===== config.mk =====
export PLATFORM = sky130hd
export DESIGN_NAME = fifo_serial_reader_flat
export DESIGN_NICKNAME = d
export VERILOG_FILES = /design/src/rtl/iadc_readout_pkg.sv /design/src/rtl/fifo_serial_reader_if.sv /design/src/rtl/fifo_serial_reader_ser_bit_timer.sv /design/src/rtl/fifo_serial_reader.sv /design/src/flat_wrapper.sv
export SDC_FILE = /design/constraint.sdc
export NUM_CORES = 1
export LEC_CHECK = 0
export CORE_ASPECT_RATIO = 0.5
export CORE_MARGIN = 2
export CORE_UTILIZATION = 46
export CTS_CLUSTER_SIZE = 24
export DETAILED_ROUTE_END_ITERATION = 12
export GPL_ROUTABILITY_DRIVEN = 0
export GPL_TIMING_DRIVEN = 0
export PLACE_DENSITY = 0.75
export SYNTH_ARGS = -nofsm -noshare
export SYNTH_HDL_FRONTEND = slang
export SYNTH_SLANG_ARGS = --single-unit

===== constraint.sdc =====
create_clock -name clk -period 1.6 [get_ports clk]
set_input_delay 0.32 -clock clk [delete_from_list [all_inputs] [get_ports clk]]
set_output_delay 0.32 -clock clk [all_outputs]
set_load 0.02 [all_outputs]

===== src/rtl/iadc_readout_pkg.sv =====
// rtl/iadc_readout_pkg.sv - shared state encoding, widths and frame sizing for the ADC readout path
// Contents:
//   DATA_W_DEF  default FIFO word width
//   WORDS_W     width of the completed-word counter
//   rd_state_t  reader FSM state encoding (IDLE=0, REQ=1, WAIT=2, SHIFT=3, GAP=4)
//   frame_bits  number of bit periods in one serial frame
package iadc_readout_pkg;

    localparam int DATA_W_DEF = 12;
    localparam int WORDS_W    = 16;

    typedef enum logic [2:0] {
        ST_IDLE  = 3'd0,
        ST_REQ   = 3'd1,
        ST_WAIT  = 3'd2,
        ST_SHIFT = 3'd3,
        ST_GAP   = 3'd4
    } rd_state_t;

    // The parity bit, when present, occupies one extra bit period after bit 0.
    function automatic int frame_bits(input int data_w, input bit parity_en);
        return data_w + (parity_en ? 1 : 0);
    endfunction

endpackage


===== src/rtl/fifo_serial_reader_if.sv =====
// rtl/fifo_serial_reader_if.sv - FIFO read handshake plus framed serial link bundle
// Signals:
//   fifo_empty  FIFO empty flag
//   fifo_data   FIFO data_out, valid the cycle after the FIFO samples fifo_rd
//   fifo_rd     one-cycle pop request to the FIFO
//   ser_clk     serial bit clock
//   ser_data    serial data, MSB first
//   ser_frame   high while a word is on the link
// Modports:
//   master  the reader (pops the FIFO, drives the link)
//   slave   the FIFO / pad side
interface fifo_serial_reader_if #(
    parameter int DATA_W = 12
) ();

    logic              fifo_empty;
    logic [DATA_W-1:0] fifo_data;
    logic              fifo_rd;
    logic              ser_clk;
    logic              ser_data;
    logic              ser_frame;

    modport master (
        input  fifo_empty,
        input  fifo_data,
        output fifo_rd,
        output ser_clk,
        output ser_data,
        output ser_frame
    );

    modport slave (
        output fifo_empty,
        output fifo_data,
        input  fifo_rd,
        input  ser_clk,
        input  ser_data,
        input  ser_frame
    );

endinterface


===== src/rtl/fifo_serial_reader_ser_bit_timer.sv =====
// rtl/fifo_serial_reader_ser_bit_timer.sv - CLK_DIV bit-period divider and serial clock generator
// Ports:
//   clk        system clock
//   rst_n      asynchronous active-low reset
//   active     high while the reader is in SHIFT; divider held clear otherwise
//   bit_start  strobe on the first clock of every bit period
//   bit_end    strobe on the last clock of every bit period
//   ser_clk    serial clock level: low for the first half of a bit, high for the second
module ser_bit_timer #(
    parameter int CLK_DIV = 4
) (
    input  logic clk,
    input  logic rst_n,
    input  logic active,
    output logic bit_start,
    output logic bit_end,
    output logic ser_clk
);

    localparam int CNT_W = $clog2(CLK_DIV);
    localparam logic [CNT_W-1:0] CNT_LAST = CNT_W'(CLK_DIV - 1);
    localparam logic [CNT_W-1:0] CNT_HALF = CNT_W'(CLK_DIV / 2 - 1);

    logic [CNT_W-1:0] cnt;
    logic             half_point;
    logic             ser_clk_q;

    always_ff @(posedge clk or negedge rst_n) begin
        if (!rst_n) begin
            cnt <= '0;
        end else if (!active || cnt == CNT_LAST) begin
            cnt <= '0;
        end else begin
            cnt <= cnt + 1'b1;
        end
    end

    assign bit_start  = active && (cnt == '0);
    assign half_point = active && (cnt == CNT_HALF);
    assign bit_end    = active && (cnt == CNT_LAST);

    // ser_clk is a flop so the pad sees a clean edge: it rises on the clock
    // after the last low-half cycle and falls together with the next bit start.
    always_ff @(posedge clk or negedge rst_n) begin
        if (!rst_n) begin
            ser_clk_q <= 1'b0;
        end else if (!active || bit_end) begin
            ser_clk_q <= 1'b0;
        end else if (half_point) begin
            ser_clk_q <= 1'b1;
        end
    end

    assign ser_clk = ser_clk_q;

endmodule


===== src/rtl/fifo_serial_reader.sv =====
// rtl/fifo_serial_reader.sv - pops decimator FIFO words and shifts them off-chip MSB-first on a framed link
// Configuration macro: FIFO_SERIAL_PARITY_EN appends an even-parity bit period after bit 0.
// Ports:
//   clk         system clock
//   rst_n       asynchronous active-low reset
//   en          readout enable, checked only in IDLE
//   bus         fifo_serial_reader_if.master: fifo_empty/fifo_data/fifo_rd, ser_clk/ser_data/ser_frame
//   busy        high in any state other than IDLE
//   words_sent  count of completed words, wraps at 0xFFFF
module fifo_serial_reader
    import iadc_readout_pkg::*;
#(
    parameter int DATA_W  = DATA_W_DEF,
    parameter int CLK_DIV = 4,
    parameter int GAP_CYC = 2
) (
    input  logic                 clk,
    input  logic                 rst_n,
    input  logic                 en,
    fifo_serial_reader_if.master bus,
    output logic                 busy,
    output logic [WORDS_W-1:0]   words_sent
);

`ifdef FIFO_SERIAL_PARITY_EN
    localparam bit PARITY_EN = 1'b1;
`else
    localparam bit PARITY_EN = 1'b0;
`endif

    localparam int BITS = frame_bits(DATA_W, PARITY_EN);
    localparam int BC_W = $clog2(BITS + 1);
    localparam int GC_W = $clog2(GAP_CYC + 1);

    rd_state_t        state;
    rd_state_t        state_n;
    logic [BITS-1:0]  sreg;
    logic [BC_W-1:0]  bit_cnt;
    logic [GC_W-1:0]  gap_cnt;
    logic             shift_active;
    logic             bit_start;
    logic             bit_end;
    logic             word_done;
    logic             fifo_rd_q;
    logic             frame_q;
    logic             busy_q;

    assign shift_active = (state == ST_SHIFT);

    ser_bit_timer #(
        .CLK_DIV (CLK_DIV)
    ) u_bit_timer (
        .clk       (clk),
        .rst_n     (rst_n),
        .active    (shift_active),
        .bit_start (bit_start),
        .bit_end   (bit_end),
        .ser_clk   (bus.ser_clk)
    );

    always_ff @(posedge clk or negedge rst_n) begin
        if (!rst_n) begin
            state <= ST_IDLE;
        end else begin
            state <= state_n;
        end
    end

    always_comb begin
        state_n   = state;
        word_done = 1'b0;
        unique case (state)
            ST_IDLE: begin
                if (en && !bus.fifo_empty) begin
                    state_n = ST_REQ;
                end
            end
            ST_REQ: begin
                state_n = ST_WAIT;
            end
            ST_WAIT: begin
                state_n = ST_SHIFT;
            end
            ST_SHIFT: begin
                // bit_cnt already counts the current bit, so it equals BITS
                // during the final bit period.
                if (bit_end && bit_cnt == BC_W'(BITS)) begin
                    state_n   = ST_GAP;
                    word_done = 1'b1;
                end
            end
            ST_GAP: begin
                if (gap_cnt == GC_W'(GAP_CYC - 1)) begin
                    state_n = ST_IDLE;
                end
            end
            default: begin
                state_n = ST_IDLE;
            end
        endcase
    end

    // Pad-facing strobes are registered from the next state so they carry
    // no decode glitches and still line up exactly with the state they mark.
    always_ff @(posedge clk or negedge rst_n) begin
        if (!rst_n) begin
            fifo_rd_q <= 1'b0;
            frame_q   <= 1'b0;
            busy_q    <= 1'b0;
        end else begin
            fifo_rd_q <= (state_n == ST_REQ);
            frame_q   <= (state_n == ST_SHIFT);
            busy_q    <= (state_n != ST_IDLE);
        end
    end

    always_ff @(posedge clk or negedge rst_n) begin
        if (!rst_n) begin
            sreg <= '0;
        end else if (state == ST_WAIT) begin
`ifdef FIFO_SERIAL_PARITY_EN
            sreg <= {bus.fifo_data, ^bus.fifo_data};
`else
            sreg <= bus.fifo_data;
`endif
        end else if (bit_end) begin
            sreg <= {sreg[BITS-2:0], 1'b0};
        end
    end

    always_ff @(posedge clk or negedge rst_n) begin
        if (!rst_n) begin
            bit_cnt <= '0;
        end else if (!shift_active) begin
            bit_cnt <= '0;
        end else if (bit_start) begin
            bit_cnt <= bit_cnt + 1'b1;
        end
    end

    always_ff @(posedge clk or negedge rst_n) begin
        if (!rst_n) begin
            gap_cnt <= '0;
        end else if (state != ST_GAP) begin
            gap_cnt <= '0;
        end else begin
            gap_cnt <= gap_cnt + 1'b1;
        end
    end

    always_ff @(posedge clk or negedge rst_n) begin
        if (!rst_n) begin
            words_sent <= '0;
        end else if (word_done) begin
            words_sent <= words_sent + 1'b1;
        end
    end

    assign bus.fifo_rd   = fifo_rd_q;
    assign bus.ser_frame = frame_q;
    assign bus.ser_data  = frame_q & sreg[BITS-1];
    assign busy          = busy_q;

endmodule

===== src/flat_wrapper.sv =====
// flat-port wrapper written by rule: the top's interface ports become plain ports
module fifo_serial_reader_flat import iadc_readout_pkg::*;
#(
    parameter int DATA_W  = DATA_W_DEF,
    parameter int CLK_DIV = 4,
    parameter int GAP_CYC = 2
)
  (clk, rst_n, en, busy, words_sent, bus_fifo_empty, bus_fifo_data, bus_fifo_rd, bus_ser_clk, bus_ser_data, bus_ser_frame);
  fifo_serial_reader_if #(.DATA_W(DATA_W)) bus_i ();
  input  logic clk;
  input  logic rst_n;
  input  logic en;
  output logic busy;
  output logic [WORDS_W-1:0] words_sent;
  input wire logic [$bits(bus_i.fifo_empty)-1:0] bus_fifo_empty;
  input wire logic [$bits(bus_i.fifo_data)-1:0] bus_fifo_data;
  output wire logic [$bits(bus_i.fifo_rd)-1:0] bus_fifo_rd;
  output wire logic [$bits(bus_i.ser_clk)-1:0] bus_ser_clk;
  output wire logic [$bits(bus_i.ser_data)-1:0] bus_ser_data;
  output wire logic [$bits(bus_i.ser_frame)-1:0] bus_ser_frame;
  assign bus_i.fifo_empty = bus_fifo_empty;
  assign bus_i.fifo_data = bus_fifo_data;
  assign bus_fifo_rd = bus_i.fifo_rd;
  assign bus_ser_clk = bus_i.ser_clk;
  assign bus_ser_data = bus_i.ser_data;
  assign bus_ser_frame = bus_i.ser_frame;
  fifo_serial_reader #(.DATA_W(DATA_W), .CLK_DIV(CLK_DIV), .GAP_CYC(GAP_CYC)) u_core (.clk(clk), .rst_n(rst_n), .en(en), .bus(bus_i), .busy(busy), .words_sent(words_sent));
endmodule

==> results.sh, run 1 <==
export IMPL_cts_tree="built"
export IMPL_yosysTopAreaCell="dfrtp_1"
export IMPL_path_clk_slew_ps=80
export IMPL_switchingPower_mw=1.06
export IMPL_clock_skew_ps=4.06
export IMPL_grt_total_usage_pct=18.2
export IMPL_cts_buffers=5
export IMPL_num_rows=16
export IMPL_arrival_ps=1850
export IMPL_io_pins=37
export IMPL_intPower_mw=2.31
export IMPL_path_cells="inv_1 > ha_2 > nand3_4 > nor4_4 > buf_4 > nand3_2 > xnor2_2"
export IMPL_drv_cap=0
export IMPL_tns_ps=-263
export IMPL_dpl_hpwl_um=2520
export IMPL_drive_above_1_share_pct=20.4
export IMPL_seqPwrFrac_pct=44.2
export IMPL_syn_to_final_growth_pct=39.2
export IMPL_viasPerCell=5.13
export IMPL_seq_area_um2=1080
export IMPL_die_height_um=50.0
export IMPL_first_iter_violations=96
export IMPL_p_leak_nw=1.37
export IMPL_dieArea_um2=4810
export IMPL_fin_cells=289
export IMPL_dr_total_vias=1482
export IMPL_core_area_um2=3980
export IMPL_yosysUniqueCellTypes=31
export IMPL_multi_input_area_um2=917
export IMPL_netlist_instances=174
export IMPL_htreeDepth=2
export IMPL_cts_sinks=43
export IMPL_min_period_ps=1670
export IMPL_crit_type="reg -> reg"
export IMPL_ys_warn_count=0
export IMPL_cpPeakStageDelay_ps=400
export IMPL_status="complete, but fails checks"
export IMPL_drc=0
export IMPL_port_buffers=36
export IMPL_cts_buffer_depth=2
export IMPL_start_util_pct=48.9
export IMPL_grt_pass1_vias=1454
export IMPL_slew_violations=0
export IMPL_failed_checks="negative setup slack"
export IMPL_worst_path_max_fanout=4
export IMPL_fmax_mhz=600
export IMPL_antenna_cells=0
export IMPL_p_per_area_nw_per_um2=1240
export IMPL_pwr_share_comb_pct=30.0
export IMPL_dp_cells=265
export IMPL_dr_pass1_iters=5
export IMPL_clock_latency_ps=290
export IMPL_synth_top_cells_by_area="dfrtp_1 55%, xnor2_1 5.4%, nand2_1 5.2%"
export IMPL_synth_top_area_share_pct=55.2
export IMPL_clockRootBuffer="clkbuf_8"
export IMPL_irDropWorstVdd_uv=804
export IMPL_synth_seq_area_share_pct=55.2
export IMPL_wl_um=4060
export IMPL_setup_ws_ps=-65.8
export IMPL_switching_share_pct=31.5
export IMPL_avgSynthCellArea_um2=11.2
export IMPL_tightestPinTransition_ps=390
export IMPL_crit_path_top_delay_cell="dfrtp_1"
export IMPL_fp_dieW_um=96.1
export IMPL_startpoint_type="flip-flop"
export IMPL_critical_path_top_delay_family="simple AND/OR/NAND/NOR gates"
export IMPL_hold_violations=0
export IMPL_ant_nets=0
export IMPL_power_clock_fraction_pct=25.8
export IMPL_fin_util_pct=68.1
export IMPL_grt_ovfl_total=0
export IMPL_min_period_over_period_pct=104
export IMPL_cp_end_kind="flip-flop"
export IMPL_pre_cts_slack_ps=-181
export IMPL_grt_setup_unrepaired="true"
export IMPL_antenna_found_initial=0
export IMPL_synth_seq_cells=43
export IMPL_syn_area_um2=1950
export IMPL_report_final_setup_viol=7
export IMPL_cp_buffers_inverters=2
export IMPL_fill_cells=292
export IMPL_synth_fp_nets=197
export IMPL_wire_per_inst_um=14.0
export IMPL_grt_pass1_wl_um=6690
export IMPL_maxSlewHeadroom_pct=74.0
export IMPL_regToRegSetupSlack_ps=-70
export IMPL_hp_class="in -> async"
export IMPL_required_ps=1780
export IMPL_nets=257
export IMPL_grt_max_degree=39
per-stage QoR:
step / power (mW) / hold WS, ps / instance area, um^2
after global routing: 3.57 / 406 / 2710
final: 3.37 / 391 / 2710
after floorplan: 2.06 / 24.4 / 1950
after detailed placement: 2.33 / 162 / 2400
after global placement: 2.29 / 419 / 2380
after CTS: 3.29 / 385 / 2580
metal layers:
metal	vias to the layer above	wire length [um]	part of all wire (%)	track usage, %
met5	-	0	0	0
met4	0	11	0.27	4.29
met3	3	173	4.3	4.74
met2	29	2000	49	28.7
met1	732	1870	46	25.1
li1	718	-	-	-
power by group through the flow:
stage / combinational [mW] / sequential (mW) / clock, mW
6_report: 1.01 / 1.49 / 0.870
5_1_grt: 1.14 / 1.51 / 0.929
4_1_cts: 0.938 / 1.48 / 0.878
3_5_place_dp: 0.832 / 1.50 / 0
3_3_place_gp: 0.802 / 1.49 / 0
2_1_floorplan: 0.569 / 1.49 / 0
state kept, by name (all words and copies together) (netlist names):
signal / cells
u_core.u_bit_timer.ser_clk: 1
u_core.u_bit_timer.cnt: 2
u_core.busy: 1
u_core.state: 3
u_core.words_sent: 16
u_core.bus.ser_frame: 1
u_core.sreg: 12
u_core.gap_cnt: 2
u_core.bus.fifo_rd: 1
u_core.bit_cnt: 4
synth_stat cells:
cell and instances:
xor2_1 6, and4_1 1, and4b_1 1, buf_2 1, a22o_1 1, dfrtp_1 43, nor3_1 5, nand2b_1 1
nor3b_2 1, or2_2 2, nand4b_4 1, a21oi_1 4, nor3b_1 2, o21ai_0 2, nand4_1 5, and2_1 1
xnor2_1 12, nand2_1 27, a21boi_0 1, ha_1 7, nor2_2 1, nor2_1 13, nand3b_1 1, and3_1 3
nor4_4 3, mux2i_1 3, mux2_2 1, a22oi_1 9, nand3_1 8, inv_1 6, clkbuf_1 2
cell type report:
cell class	instances	share of cell area, %
clock inverters	2	1.29
repair buffers	53	18.2
well taps	54	2.49
clock buffers	6	3.04
flip-flops and latches	43	39.7
plain buffers	3	0.599
multi-input cells	122	33.8
inverters	6	0.830
layout by cell type (no fill, tap or decap), types with 4 or more instances in the layout:
cell	n
xnor2_1	9
dlygate4sd2_1	17
nand3_1	5
nand4_1	5
nor2_1	11
dfrtp_1	41
clkdlybuf4s50_1	16
xor2_1	6
a22oi_1	9
nand2_1	27
buf_4	14
a21oi_1	4
nor3_1	5
ha_1	5
inv_1	6
clkbuf_8	6
cell families after synthesis:
group                    share of synthesized area [%]
adder cells (fa/ha/maj)                           4.49
flip-flops                                        55.2
XOR/XNOR                                          8.09
AO/OA/AOI/OAI                                     5.84
AND/OR/NAND/NOR                                   22.5
multiplexers                                      2.12
buffers and inverters                             1.80
path summary, 6_finish.rpt:
kind	cells after the start	startpoint	endpoint
setup / recovery	7	u_core.bit_cnt[1]	u_core.words_sent[14]
hold / removal	2	rst_n	u_core.gap_cnt[1]
setup reg to reg	7	u_core.bit_cnt[1]	u_core.words_sent[14]
hold reg to reg	1	u_core.gap_cnt[0]	u_core.gap_cnt[0]
max in group asynchronous	3	rst_n	u_core.state[0]
min in group clk	1	u_core.gap_cnt[0]	u_core.gap_cnt[0]
timing repair:
item,CTS,global route
endpoints found under the setup margin,41,22
hold buffers,1,0
gates resized for setup,24,12
buffers inserted,6,9
endpoints found under the hold margin,5,0
pin swaps,3,6
(Power assumes the default switching activity.)
==> inputs of run 2 (changes only) <==
--- a/config.mk
+++ b/config.mk
@@ -13,6 +13,7 @@
 export GPL_ROUTABILITY_DRIVEN = 0
 export GPL_TIMING_DRIVEN = 0
 export PLACE_DENSITY = 0.75
+export SLEW_MARGIN = 30
 export SYNTH_ARGS = -nofsm -noshare
 export SYNTH_HDL_FRONTEND = slang
 export SYNTH_SLANG_ARGS = --single-unit
==> results.sh, run 2 (synthesized netlist as in run 1, its figures left out) <==
export IMPL_crit_path_top_delay_cell="nor4_4"
export IMPL_final_cell_mix="41 x dfrtp_1, 27 x nand2_1, 18 x dlygate4sd2_1"
export IMPL_largest_reg_flops=16
export IMPL_core_area_um2=3980
export IMPL_status="complete, but fails checks"
export IMPL_worst_path_max_fanout=5
export IMPL_fin_cells=284
export IMPL_dr_total_vias=1441
export IMPL_drive_above_1_share_pct=17.4
export IMPL_drc=0
export IMPL_grt_ovfl_total=0
export IMPL_slew_violations=0
export IMPL_num_rows=16
export IMPL_cts_sinks=43
export IMPL_clock_latency_ps=290
export IMPL_min_period_ps=1740
export IMPL_tns_ps=-408
export IMPL_p_total_mw=3.32
export IMPL_reg2reg_to="u_core.words_sent[12]"
export IMPL_setup_ws_ps=-138
export IMPL_grt_pass1_vias=1379
export IMPL_hold_start="u_core.gap_cnt[0]"
export IMPL_fp_dieW_um=96.1
export IMPL_required_ps=1770
export IMPL_critical_path_top_delay_family="simple AND/OR/NAND/NOR gates"
export IMPL_maxSlewHeadroom_pct=70.7
export IMPL_hold_violations=0
export IMPL_startpoint_type="flip-flop"
export IMPL_grt_pass1_wl_um=6440
export IMPL_fin_util_pct=66.1
export IMPL_die_height_um=50.0
export IMPL_p_leak_nw=1.31
export IMPL_regToRegSetupSlack_ps=-140
export IMPL_drv_cap=0
export IMPL_whs_path_depth=1
export IMPL_top_regs="u_core.words_sent x16, u_core.sreg x12, u_core.bit_cnt x4"
export IMPL_path_clk_slew_ps=80
export IMPL_cts_tree="built"
export IMPL_ant_nets=0
export IMPL_irDropWorstVdd_uv=759
export IMPL_dieArea_um2=4810
export IMPL_hold_end="u_core.gap_cnt[0]"
export IMPL_hp_class="reg -> reg"
export IMPL_clock_skew_ps=7.23
export IMPL_grt_total_usage_pct=17.7
export IMPL_wire_per_inst_um=13.7
export IMPL_first_iter_violations=87
export IMPL_largest_register="u_core.words_sent"
export IMPL_crit_type="reg -> reg"
export IMPL_failed_checks="negative setup slack"
export IMPL_report_final_setup_viol=4
export IMPL_nets=252
export IMPL_viasPerCell=5.07
export IMPL_start_util_pct=48.9
export IMPL_antenna_found_initial=0
export IMPL_dr_pass1_iters=4
export IMPL_cp_buffers_inverters=0
export IMPL_cts_buffers=5
export IMPL_final_common_cell="dfrtp_1"
export IMPL_cp_startpoint="u_core.words_sent[0]"
export IMPL_fmax_mhz=575
export IMPL_clockRootBuffer="clkbuf_8"
export IMPL_wl_um=3880
export IMPL_port_buffers=36
export IMPL_dpl_hpwl_um=2560
export IMPL_path_cells="ha_2 > nand4_1 > nor4_4 > nand3_1 > xnor2_1"
export IMPL_io_pins=37
export IMPL_tightestPinTransition_ps=440
export IMPL_hold_slack_ps=443
export IMPL_grt_max_degree=27
export IMPL_p_per_area_nw_per_um2=1260
export IMPL_antenna_cells=0
export IMPL_min_period_over_period_pct=109
export IMPL_arrival_ps=1910
export IMPL_htreeDepth=2
export IMPL_cp_end_kind="flip-flop"
export IMPL_cts_buffer_depth=2
export IMPL_cpPeakStageDelay_ps=460
export IMPL_dp_cells=265
export IMPL_rr_worst_depth=5
export IMPL_timing_rr_start="u_core.words_sent[0]"
export IMPL_syn_to_final_growth_pct=35.1
export IMPL_grt_setup_unrepaired="true"
run 2: layout make-up:
class                      count  area, um^2
clock buffer                   6        82.6
clock inverter                 2        35.0
multi-input combinational    122         891
buffer                         3        16.3
fill                         319        1350
inverter                       6        22.5
sequential                    43        1080
timing repair buffer          48         440
tap                           54        67.6
run 2: worst register-to-register path, cell delays in order, from the launching register on:
cell and delay [ps]:
dfrtp_1 420, ha_2 220, nand4_1 190, nor4_4 460, nand3_1 170, xnor2_1 170
run 2: per-layer routing:
layer | global-route usage (%) | share of wire, %
met5 | 0 | 0
met2 | 26.6 | 48
met3 | 4.59 | 4.5
met1 | 24.7 | 46
met4 | 6.67 | 0.98
run 2: where the power goes:
part | total (mW) | internal (mW) | switching (mW)
clock | 0.861 | 0.505 | 0.356
combinational | 0.966 | 0.459 | 0.507
sequential | 1.49 | 1.32 | 0.171
total | 3.32 | 2.28 | 1.03
run 2: how the worst max path moves through the flow:
stage | end | slack, ps | cells past startpoint
3_3_place_gp | u_core.words_sent[11] | -880 | 1
2_1_floorplan | u_core.words_sent[10] | 10 | 5
6_report | u_core.words_sent[12] | -140 | 5
4_1_cts | u_core.words_sent[14] | 4 | 6
3_5_place_dp | u_core.words_sent[10] | -180 | 5
5_1_grt | u_core.words_sent[12] | -190 | 5
run 2: through the flow:
step                      setup WS, ps  area (um^2)
after floorplan                   13.9         1950
after global placement            -880         2380
after detailed placement          -175         2400
after CTS                         3.89         2550
after global routing              -190         2630
final                             -138         2630
run 2: what timing repair did:
action                     in CTS  in global routing
setup endpoints to repair      43                 19
hold endpoints to repair       17                  0
hold buffers                    1                  0
pin swaps                       4                  6
buffers inserted                3                  7
resized for setup              23                 11
==> inputs of run 3 (changes only) <==
--- a/config.mk
+++ b/config.mk
@@ -13,6 +13,7 @@
 export GPL_ROUTABILITY_DRIVEN = 0
 export GPL_TIMING_DRIVEN = 0
 export PLACE_DENSITY = 0.75
+export REMOVE_ABC_BUFFERS = 1
 export SLEW_MARGIN = 30
 export SYNTH_ARGS = -nofsm -noshare
 export SYNTH_HDL_FRONTEND = slang
==> results.sh, run 3 (synthesized netlist as in run 1, its figures left out) <==
export IMPL_fp_dieW_um=96.1
export IMPL_hold_violations=0
export IMPL_core_area_um2=3980
export IMPL_switching_share_pct=33.2
export IMPL_hp_class="reg -> reg"
export IMPL_status="complete, but fails checks"
export IMPL_cts_buffers=5
export IMPL_grt_use_met2_pct=32.5
export IMPL_io_pins=37
export IMPL_maxSlewHeadroom_pct=70.5
export IMPL_num_rows=16
export IMPL_drc=0
export IMPL_wl_um=4190
export IMPL_setup_ws_ps=-5.38
export IMPL_pwr_share_comb_pct=31.1
export IMPL_viasPerCell=5.19
export IMPL_min_period_over_period_pct=100
export IMPL_dr_pass1_iters=4
export IMPL_antenna_found_initial=0
export IMPL_fin_area_um2=2680
export IMPL_drive_above_1_share_pct=19.9
export IMPL_dpl_hpwl_um=2660
export IMPL_tightestPinTransition_ps=442
export IMPL_whs_path_depth=1
export IMPL_seqPwrFrac_pct=45.3
export IMPL_report_final_setup_viol=1
export IMPL_pre_cts_slack_ps=-445
export IMPL_grtUsageMet3_pct=4.59
export IMPL_syn_to_final_growth_pct=37.4
export IMPL_grt_total_usage_pct=19.1
export IMPL_fill_cells=300
export IMPL_worst_path_max_fanout=4
export IMPL_startpoint_type="flip-flop"
export IMPL_p_total_mw=3.30
export IMPL_final_cell_mix="40 x dfrtp_1, 27 x nand2_1, 19 x buf_4"
export IMPL_switchingPower_mw=1.10
export IMPL_ant_nets=0
export IMPL_grt_setup_unrepaired="true"
export IMPL_placed_area_um2=2380
export IMPL_largest_register="u_core.words_sent"
export IMPL_arrival_ps=1800
export IMPL_largest_reg_flops=16
export IMPL_required_ps=1790
export IMPL_cpPeakStageDelay_ps=420
export IMPL_nets=258
export IMPL_use_met1_pct=23.3
export IMPL_crit_type="reg -> reg"
export IMPL_wire_per_inst_um=14.4
export IMPL_clockRootBuffer="clkbuf_8"
export IMPL_port_buffers=36
export IMPL_dp_cells=262
export IMPL_final_common_cell="dfrtp_1"
export IMPL_path_clk_slew_ps=80
export IMPL_top_usage_layer="met2"
export IMPL_dr_total_vias=1506
export IMPL_start_util_pct=48.9
export IMPL_min_period_ps=1610
export IMPL_cts_tree="built"
export IMPL_cts_buffer_depth=2
export IMPL_antenna_cells=0
export IMPL_first_iter_violations=65
export IMPL_path_cells="ha_2 > nand4_1 > nor4_4 > nand3_1 > xnor2_1"
export IMPL_fin_cells=290
export IMPL_crit_path_top_delay_cell="nor4_4"
export IMPL_rr_worst_depth=5
export IMPL_p_leak_nw=1.32
export IMPL_top_regs="u_core.words_sent x16, u_core.sreg x12, u_core.bit_cnt x4"
export IMPL_grt_pass1_vias=1531
export IMPL_grt_max_degree=27
export IMPL_power_clock_fraction_pct=23.6
export IMPL_failed_checks="negative setup slack"
export IMPL_hold_slack_ps=434
export IMPL_clock_skew_ps=11.0
export IMPL_p_per_area_nw_per_um2=1230
export IMPL_die_height_um=50.0
export IMPL_cp_end_kind="flip-flop"
export IMPL_intPower_mw=2.21
export IMPL_cts_sinks=43
export IMPL_grt_ovfl_total=0
export IMPL_drv_cap=0
export IMPL_slew_violations=0
export IMPL_htreeDepth=2
export IMPL_clock_latency_ps=310
export IMPL_irDropWorstVdd_uv=767
export IMPL_grt_pass1_wl_um=6930
export IMPL_fmax_mhz=623
export IMPL_dieArea_um2=4810
-- run 3: timing repair --
action                                 4_1_cts  5_1_grt
setup endpoints to repair                   46       25
endpoints found under the hold margin       17        0
gates resized for setup                     29        6
buffers inserted                             9       10
pin swaps                                    5        5
hold buffers                                 1        0
-- run 3: layout make-up --
class | instances | area, um^2 | share of cell area (%)
flip-flops and latches | 43 | 1080 | 40.3
multi-input cells | 122 | 893 | 33.3
repair buffers | 57 | 512 | 19.1
clock buffers | 7 | 96.3 | 3.60
well taps | 54 | 67.6 | 2.52
inverters | 6 | 22.5 | 0.841
clock inverters | 1 | 7.51 | 0.280
-- run 3: worst max-delay path: cells and delay by family, from the launching register on --
kind,cells,cell delay [ps]
simple gates,3,750
flops,1,390
fa+ha+maj,1,200
xor+xnor,1,140
-- run 3: through the flow --
step / TNS (ps) / utilization, %
finish: -5.38 / 67.2
global route: -874 / 67.2
CTS: -107 / 65.0
detailed placement: -6910 / 59.7
global placement: -42060 / 59.4
floorplan: -145 / -
-- run 3: power by group through the flow --
stage,Combinational [mW],Sequential [mW],Clock (mW)
floorplan,0.550,1.49,0
detailed placement,0.822,1.50,0
global route,1.16,1.52,0.837
CTS,0.954,1.49,0.790
global placement,0.785,1.49,0
finish,1.03,1.50,0.779
-- run 3: path summary, 6_finish.rpt --
path / endpoint / slack [ps] / from
hold / removal: u_core.gap_cnt[0] / 430 / u_core.gap_cnt[0]
setup reg to reg: u_core.words_sent[10] / -5 / u_core.words_sent[0]
min in group asynchronous: u_core.gap_cnt[1] / 480 / rst_n
hold reg to reg: u_core.gap_cnt[0] / 430 / u_core.gap_cnt[0]
max in group asynchronous: u_core.sreg[0] / 640 / rst_n
setup / recovery: u_core.words_sent[10] / -5 / u_core.words_sent[0]
-- run 3: metal layers --
layer	vias up	routed length (um)
li1	720	-
met1	752	1750
met2	29	2210
met3	5	176
met4	0	51
met5	-	0
